**config.mk**
```make
export PLATFORM = sky130hd
export DESIGN_NAME = viterbi_ber_ctrl
export DESIGN_NICKNAME = d
export VERILOG_FILES = /design/src/rtl/viterbi_ber_ctrl.sv
export SDC_FILE = /design/constraint.sdc
export NUM_CORES = 1
export LEC_CHECK = 0
export CORE_UTILIZATION = 25
export CTS_CLUSTER_DIAMETER = 200
export DETAILED_ROUTE_END_ITERATION = 10
export PLACE_DENSITY = 0.39
export REMOVE_ABC_BUFFERS = 1
export SYNTH_ARGS = -nofsm -noshare
export SYNTH_HDL_FRONTEND = slang
export SYNTH_SLANG_ARGS = --single-unit
```
**constraint.sdc**
```tcl
create_clock -name clk -period 4.5 [get_ports clk]
set_input_delay 0.9 -clock clk [delete_from_list [all_inputs] [get_ports clk]]
set_output_delay 0.9 -clock clk [all_outputs]
set_load 0.03 [all_outputs]
```
**src/rtl/viterbi_ber_ctrl.sv**
```systemverilog
// BER test sequencer: drives the convolutional encoder, injects channel errors and counts
// decoded/channel bit errors per frame. Define VITERBI_BURST_ERR_EN to repeat each injected mask once.
module viterbi_ber_ctrl #(
    parameter int          FRAME_LEN = 256,
    parameter int          TAIL_LEN  = 2,
    parameter int          DEC_LAT   = 40,
    parameter logic [15:0] DATA_SEED = 16'hACE1,
    parameter logic [15:0] ERR_SEED  = 16'h1D0F
) (
    input  logic        clk,
    input  logic        rst,
    input  logic        start_i,
    input  logic        abort_i,
    input  logic [3:0]  err_rate_i,
    input  logic        decoder_o_i,
    output logic        encoder_i,
    output logic        enable_encoder_i,
    output logic [1:0]  err_mask_o,
    output logic        busy_o,
    output logic        done_o,
    output logic [15:0] bit_err_ct_o,
    output logic [15:0] chan_err_ct_o
);
    typedef enum logic [2:0] {IDLE, RUN, TAIL, DRAIN, DONE} state_t;

    localparam logic [15:0] RUN_LAST  = 16'(FRAME_LEN - 1);
    localparam logic [15:0] TAIL_LAST = 16'((TAIL_LEN > 0) ? TAIL_LEN - 1 : 0);
    // Every stage except the last; the last one is compared in the current cycle.
    localparam logic [DEC_LAT-1:0] EARLY_MASK = {DEC_LAT{1'b1}} >> 1;

    function automatic logic [15:0] lfsr_next(input logic [15:0] v);
        return {v[0] ^ v[2] ^ v[3] ^ v[5], v[15:1]};
    endfunction

    function automatic logic [15:0] sat_add(input logic [15:0] a, input logic [1:0] b);
        logic [16:0] s;
        s = {1'b0, a} + {15'd0, b};
        return s[16] ? 16'hFFFF : s[15:0];
    endfunction

    state_t               state, state_nx;
    logic [15:0]          cnt;
    logic [15:0]          data_lfsr;
    logic [15:0]          err_lfsr;
    logic [15:0]          bit_err_ct;
    logic [15:0]          chan_err_ct;
    logic [DEC_LAT-1:0]   vld_p;
    logic [DEC_LAT-1:0]   bit_p;
    logic                 active;
    logic                 inject;
    logic                 cmp_err;
    logic [1:0]           lfsr_mask;
    logic [1:0]           mask_pop;
`ifdef VITERBI_BURST_ERR_EN
    logic                 rpt;
    logic [1:0]           rpt_mask;
`endif

    always_comb begin
        state_nx = state;
        case (state)
            IDLE:    if (start_i) state_nx = RUN;
            RUN:     if (cnt == RUN_LAST) state_nx = (TAIL_LEN > 0) ? TAIL : DRAIN;
            TAIL:    if (cnt == TAIL_LAST) state_nx = DRAIN;
            DRAIN:   if ((vld_p & EARLY_MASK) == '0) state_nx = DONE;
            DONE:    state_nx = IDLE;
            default: state_nx = IDLE;
        endcase
        if (abort_i && state != IDLE) state_nx = IDLE;
    end

    always_comb begin
        active     = (state == RUN) || (state == TAIL);
        inject     = active && (err_lfsr[3:0] < err_rate_i);
        lfsr_mask  = {err_lfsr[15], ~err_lfsr[15]};
        err_mask_o = inject ? lfsr_mask : 2'b00;
`ifdef VITERBI_BURST_ERR_EN
        if (active && rpt) err_mask_o = rpt_mask;
`endif
        mask_pop         = {1'b0, err_mask_o[1]} + {1'b0, err_mask_o[0]};
        encoder_i        = (state == RUN) && data_lfsr[0];
        enable_encoder_i = active;
        busy_o           = (state != IDLE);
        done_o           = (state == DONE);
        cmp_err          = vld_p[DEC_LAT-1] && (decoder_o_i != bit_p[DEC_LAT-1]);
    end

    assign bit_err_ct_o  = bit_err_ct;
    assign chan_err_ct_o = chan_err_ct;

    always_ff @(posedge clk) begin
        if (!rst) begin
            state       <= IDLE;
            cnt         <= '0;
            data_lfsr   <= DATA_SEED;
            err_lfsr    <= ERR_SEED;
            bit_err_ct  <= '0;
            chan_err_ct <= '0;
            vld_p       <= '0;
        end else begin
            state <= state_nx;
            cnt   <= (state_nx != state) ? 16'd0 : cnt + 16'd1;
            if (state == IDLE && start_i) begin
                data_lfsr   <= DATA_SEED;
                err_lfsr    <= ERR_SEED;
                bit_err_ct  <= '0;
                chan_err_ct <= '0;
            end else begin
                if (state == RUN) data_lfsr <= lfsr_next(data_lfsr);
                if (active) err_lfsr <= lfsr_next(err_lfsr);
                chan_err_ct <= sat_add(chan_err_ct, mask_pop);
                if (cmp_err) bit_err_ct <= sat_add(bit_err_ct, 2'd1);
            end
            // p0 captures the payload bit; p[DEC_LAT-1] lines up with decoder_o_i
            if (abort_i && state != IDLE) vld_p <= '0;
            else vld_p <= (vld_p << 1) | DEC_LAT'(state == RUN);
        end
    end

    always_ff @(posedge clk) begin
        bit_p <= (bit_p << 1) | DEC_LAT'(encoder_i);
    end

`ifdef VITERBI_BURST_ERR_EN
    always_ff @(posedge clk) begin
        if (!rst) rpt <= 1'b0;
        else      rpt <= inject && !rpt;
        rpt_mask <= lfsr_mask;
    end
`endif

endmodule

```
; After elaboration in Yosys (flattened, before gate mapping)
; Cells that the tools add are included.
[word_totals]
regBits = 163
input_bits = 9
output_inout_bits = 38
wordCells = 52
[op_classes]
addsub = 4
order_cmp = 1
eq_ne = 8
muxes = 9
bitwise = 10
reduce_logical = 12
[ops]
columns = operator, n
row1 = $or 40x1->40, 2
row2 = $logic_not 40->1, 1
row3 = $mux 16, 2
row4 = $add 16x1->17 const B, 1
row5 = $add 16x2->17, 1
row6 = $add 16x1->16 const B, 1
row7 = $eq 16x1->1 const B, 1
row8 = $eq 16x8->1 const B, 1
row9 = $mux 3, 5
row10 = $pmux 3 s4, 1
row11 = $eq 3x2->1 const B, 2
row12 = $reduce_or 2->1, 3
row13 = $xor 1x1->1, 6
row14 = $logic_and 1x1->1, 5
row15 = $lt 4x4->1, 1
row16 = $eq 3x1->1 const B, 1
row17 = $eq 3x3->1 const B, 1
row18 = $logic_not 3->1, 1
row19 = $ne 3x3->1, 1
row20 = $reduce_bool 3->1, 1
row21 = $add 1x1->2, 1
row22 = $mux 2, 1
row23 = $not 1->1, 2
row24 = $logic_or 1x1->1, 1
row25 = $ne 1x1->1, 1

; Logic depth before layout (Yosys ltp)
[logic_depth]
word_depth = 7
ltp_mapped = 15
depth_no_buf = 12

; Least setup slack after synthesis
; Ideal clock, no wire load.
[synth_timing]
path_type = input -> output
start = input err_rate_i[1]
end = output err_mask_o[0]
arrival_time_ns = 3.137
required_ns = 3.600
slack_ns = 0.463
path_stages = 5
n_path_buf = 0
path_cell_list = inv_1 ha_1 a21o_1 a21o_1 a2111oi_0
[synth_between]
elab_chain_len = 3
[synth_rtl]
columns = item, line
row1 = start: declaration, 14  ; input logic [3:0] err_rate_i,
row2 = $lt 4x4->1, 74  ; inject = active && (err_lfsr[3:0] < err_rate_i);
row3 = $logic_and 1x1->1, 74
row4 = $mux 2, 76  ; err_mask_o = inject ? lfsr_mask : 2'b00;
row5 = end: declaration, 18  ; output logic [1:0] err_mask_o,
; No other way between the ends.

; Final worst setup path
; Ends and elaborated chain as after synthesis.

==> qor.txt <==
# IOs - 47
Initial Util - 25.6%
PwrDens - 433 nW/um^2
Syn-to-layout area delta - 23.7%
Rows - 55
fin crit share - 92.4%
clock root buffer - clkbuf_16
critical path launch point type - primary input
vias post-DR - 4,292
fill count - 2,346
sequential cell area fraction in the yosys report - 55.9%
crit end category - primary output
sequential power share - 49.5%
# clock sinks - 163
pre-CTS WS - 79.7 ps
Die Area - 24,000 sq um
fin crit period - 4160 ps
crit path DAT - 3260 ps
Nets - 656
core area - 22,800 sq um
largest net degree at the start of global routing - 43
clk_skew - 11.3 ps
leakage power - 2.61 nW
worst reg2reg endpoint - chan_err_ct_o[13]
Pint - 0.00242 W
DP HPWL - 8050 microns
Worst Max-Slew Pin Slew - 1010 ps
CP bufs+invs - 3
die width - 155 microns
top_reg_cell synth - dfxtp_1
setup bufs post-CTS - 0
# DRC - 0
setup_tns - 0 ps
critical path type - in -> out
total grt overflow - 0
Tightest Hold Check Type - reg -> reg
Rel. slew slack - 32.7%
Reg-to-Reg Start - err_lfsr[1]
n_diodes - 0
Hold Path Stages - 0
GPL Wtd Cong - 0.715
number of port buffers - 46
CP max FO - 4
# resized after CTS - 0
TritonCTS clock tree - built
Cell variety after synth - 56
Avg Synthesized Cell Area - 9.92 sq um
Worst-Skew Late Latency - 420 ps
CTS Buffer Depth - 2
CTS clk-pin slew, worst paths - 70 ps
most frequent cell after synthesis - dfxtp_1
Finish-stage setup viols - 0
Final Hold Fails - 0
Reg2Reg Setup Slack - 1180 ps
main area contributors after synthesis - dfxtp_1 (56%), nand2_1 (4.9%), and2_1 (4.5%)
initial antenna violation count - 0
VDD IR-drop max - 0.000229 V
fmax - 241 MHz
DRT antenna net count - 0
Total GRT Usage - 10.7%
Yosys Warn Count - 0
Cell Area, Synth - 5840 sq um
Min-Delay Endpoint - bit_p[35]
tightest hold margin - 319 ps
CTS Buf Count - 17
Sw Share - 22.9%
Detailed Routing Iterations Pass 1 - 4
final WL - 12,100 microns
status - completed
NetSw - 0.000716 W
Synth Register Bits - 163
Post-Synthesis Cells - 589
Hold Buf Count CTS - 0
Avg WL per Cell - 12.5 microns
number of synthesized flops with an enable pin - 0
share of cells above drive strength 1 - 8.74%
RSZ-0062 raised after global routing - false
Non-Filler Instances - 965
Final WS setup - 344 ps
Post-synth ARST share - 0%
cell count after placement - 933
vias in the first global route - 4,178
area leader, netlist - dfxtp_1
top post-synthesis cells by count - dfxtp_1 (163), nand2_1 (77), and2_1 (42)
hold_sp - bit_p[34]
crit path cell chain - clkdlybuf4s50_1 > inv_1 > ha_1 > a21o_1 > a21o_1 > a2111oi_0 > clkdlybuf4s50_1
crit-path leading delay family - buffers and inverters
crit-path max cell delay - 760 ps
FF-to-FF path depth - 12
chip height - 155 microns
slowest stage cell on the critical path - clkdlybuf4s50_1
Critical Path RT - 3600 ps
Final Max Slew Viols - 0
post-DR vias/cell - 4.45
Max H-tree Level - 4
final core occ - 31.7%
clock group share of total power - 44.6%
max cap viols - 0
area share of the largest cell type after synthesis - 55.9%
Comb pwr share - 5.9%
global-route wire length before repair - 20,500 microns
First DRT Iteration DRCs - 168
-- how the worst max path moves through the flow --
stage / from / endpoint / slack, ps / depth (start not counted)
after floorplan: err_rate_i[1] / err_mask_o[0] / 460 / 5
after global placement: err_rate_i[1] / chan_err_ct_o[12] / 190 / 13
after detailed placement: err_rate_i[1] / chan_err_ct_o[13] / 80 / 14
after CTS: err_rate_i[1] / err_mask_o[0] / 330 / 7
after global routing: err_rate_i[1] / chan_err_ct_o[13] / 280 / 14
final: err_rate_i[1] / err_mask_o[0] / 340 / 7
-- state kept, by name, indices dropped and copies added, names as in the netlist --
| name | flops |
|---|---|
| cnt | 16 |
| err_lfsr | 16 |
| data_lfsr | 16 |
| bit_p | 40 |
| vld_p | 40 |
| bit_err_ct_o | 16 |
| state | 3 |
| chan_err_ct_o | 16 |
-- cell type report --
cell class	count	area [sq um]	share of cell area (%)
Clock buffer	19	443	6.13
Clock inverter	13	135	1.87
Inverter	20	75.1	1.04
Multi-Input combinational cell	382	2390	33.1
Sequential cell	163	3260	45.2
Tap cell	313	392	5.42
Timing Repair Buffer	55	528	7.31
-- stage by stage --
step | instance area (sq um) | total power (W)
finish | 7230 | 0.00313
global route | 7230 | 0.00327
CTS | 7230 | 0.00319
floorplan | 5720 | 0.00170
detailed placement | 6650 | 0.00177
global placement | 6650 | 0.00177
-- metal layers --
| metal | track usage, % | routed length [microns] | vias to the layer above | share of wire, % |
|---|---|---|---|---|
| met5 | 0 | 0 | - | 0 |
| met4 | 3.39 | 124 | 0 | 1.0 |
| met3 | 3.53 | 555 | 11 | 4.6 |
| met2 | 16.7 | 5290 | 89 | 44 |
| met1 | 14.0 | 6090 | 2021 | 50 |
| li1 | - | - | 2171 | - |
-- kinds of logic after synthesis --
group	synth area share (%)
AO/OA/AOI/OAI	8.42
AND/OR/NAND/NOR	25.1
flip-flops	55.9
adder cells (fa/ha/maj)	1.84
XOR/XNOR	5.38
buffers and inverters	3.34
-- power groups by stage --
stage                     Sequential, W  Clock, W  Combinational [W]
after global placement          0.00158         0           0.000187
after global routing            0.00156   0.00150           0.000207
after CTS                       0.00155   0.00144           0.000190
after detailed placement        0.00158         0           0.000189
final                           0.00155   0.00140           0.000185
after floorplan                 0.00157         0           0.000122
-- layout by cell type, fill, tap and decap left out, types with 4 or more instances in the layout --
cell type / Yosys / layout
a21oi_1: 34 / 32
a31oi_1: 11 / 11
and2_1: 42 / 42
and3_1: 10 / 10
and4_1: 5 / 5
buf_4: 2 / 9
clkbuf_16: 0 / 17
clkdlybuf4s50_1: 0 / 46
clkinv_2: 0 / 4
clkinvlp_4: 0 / 5
dfxtp_1: 163 / 163
ha_1: 7 / 7
inv_1: 17 / 17
nand2_1: 77 / 77
nand3_1: 33 / 33
nand4_1: 13 / 13
nor2_1: 9 / 9
nor2b_1: 4 / 4
nor3_1: 11 / 11
nor4_1: 35 / 35
o21ai_0: 7 / 7
or3_1: 4 / 4
or4_1: 5 / 5
xnor2_1: 26 / 26
xor2_1: 8 / 8
-- worst register-to-register path: stages, from the launching register on --
cell and delay (ps):
dfxtp_1 380, ha_1 250, a21o_1 160, a21o_1 200, a2111o_1 440, fa_1 460
inv_1 80, ha_1 160, nand2_1 140, nor4_1 420, nand3_1 180, buf_4 220
a31oi_1 170
(Power assumes the default switching activity.)
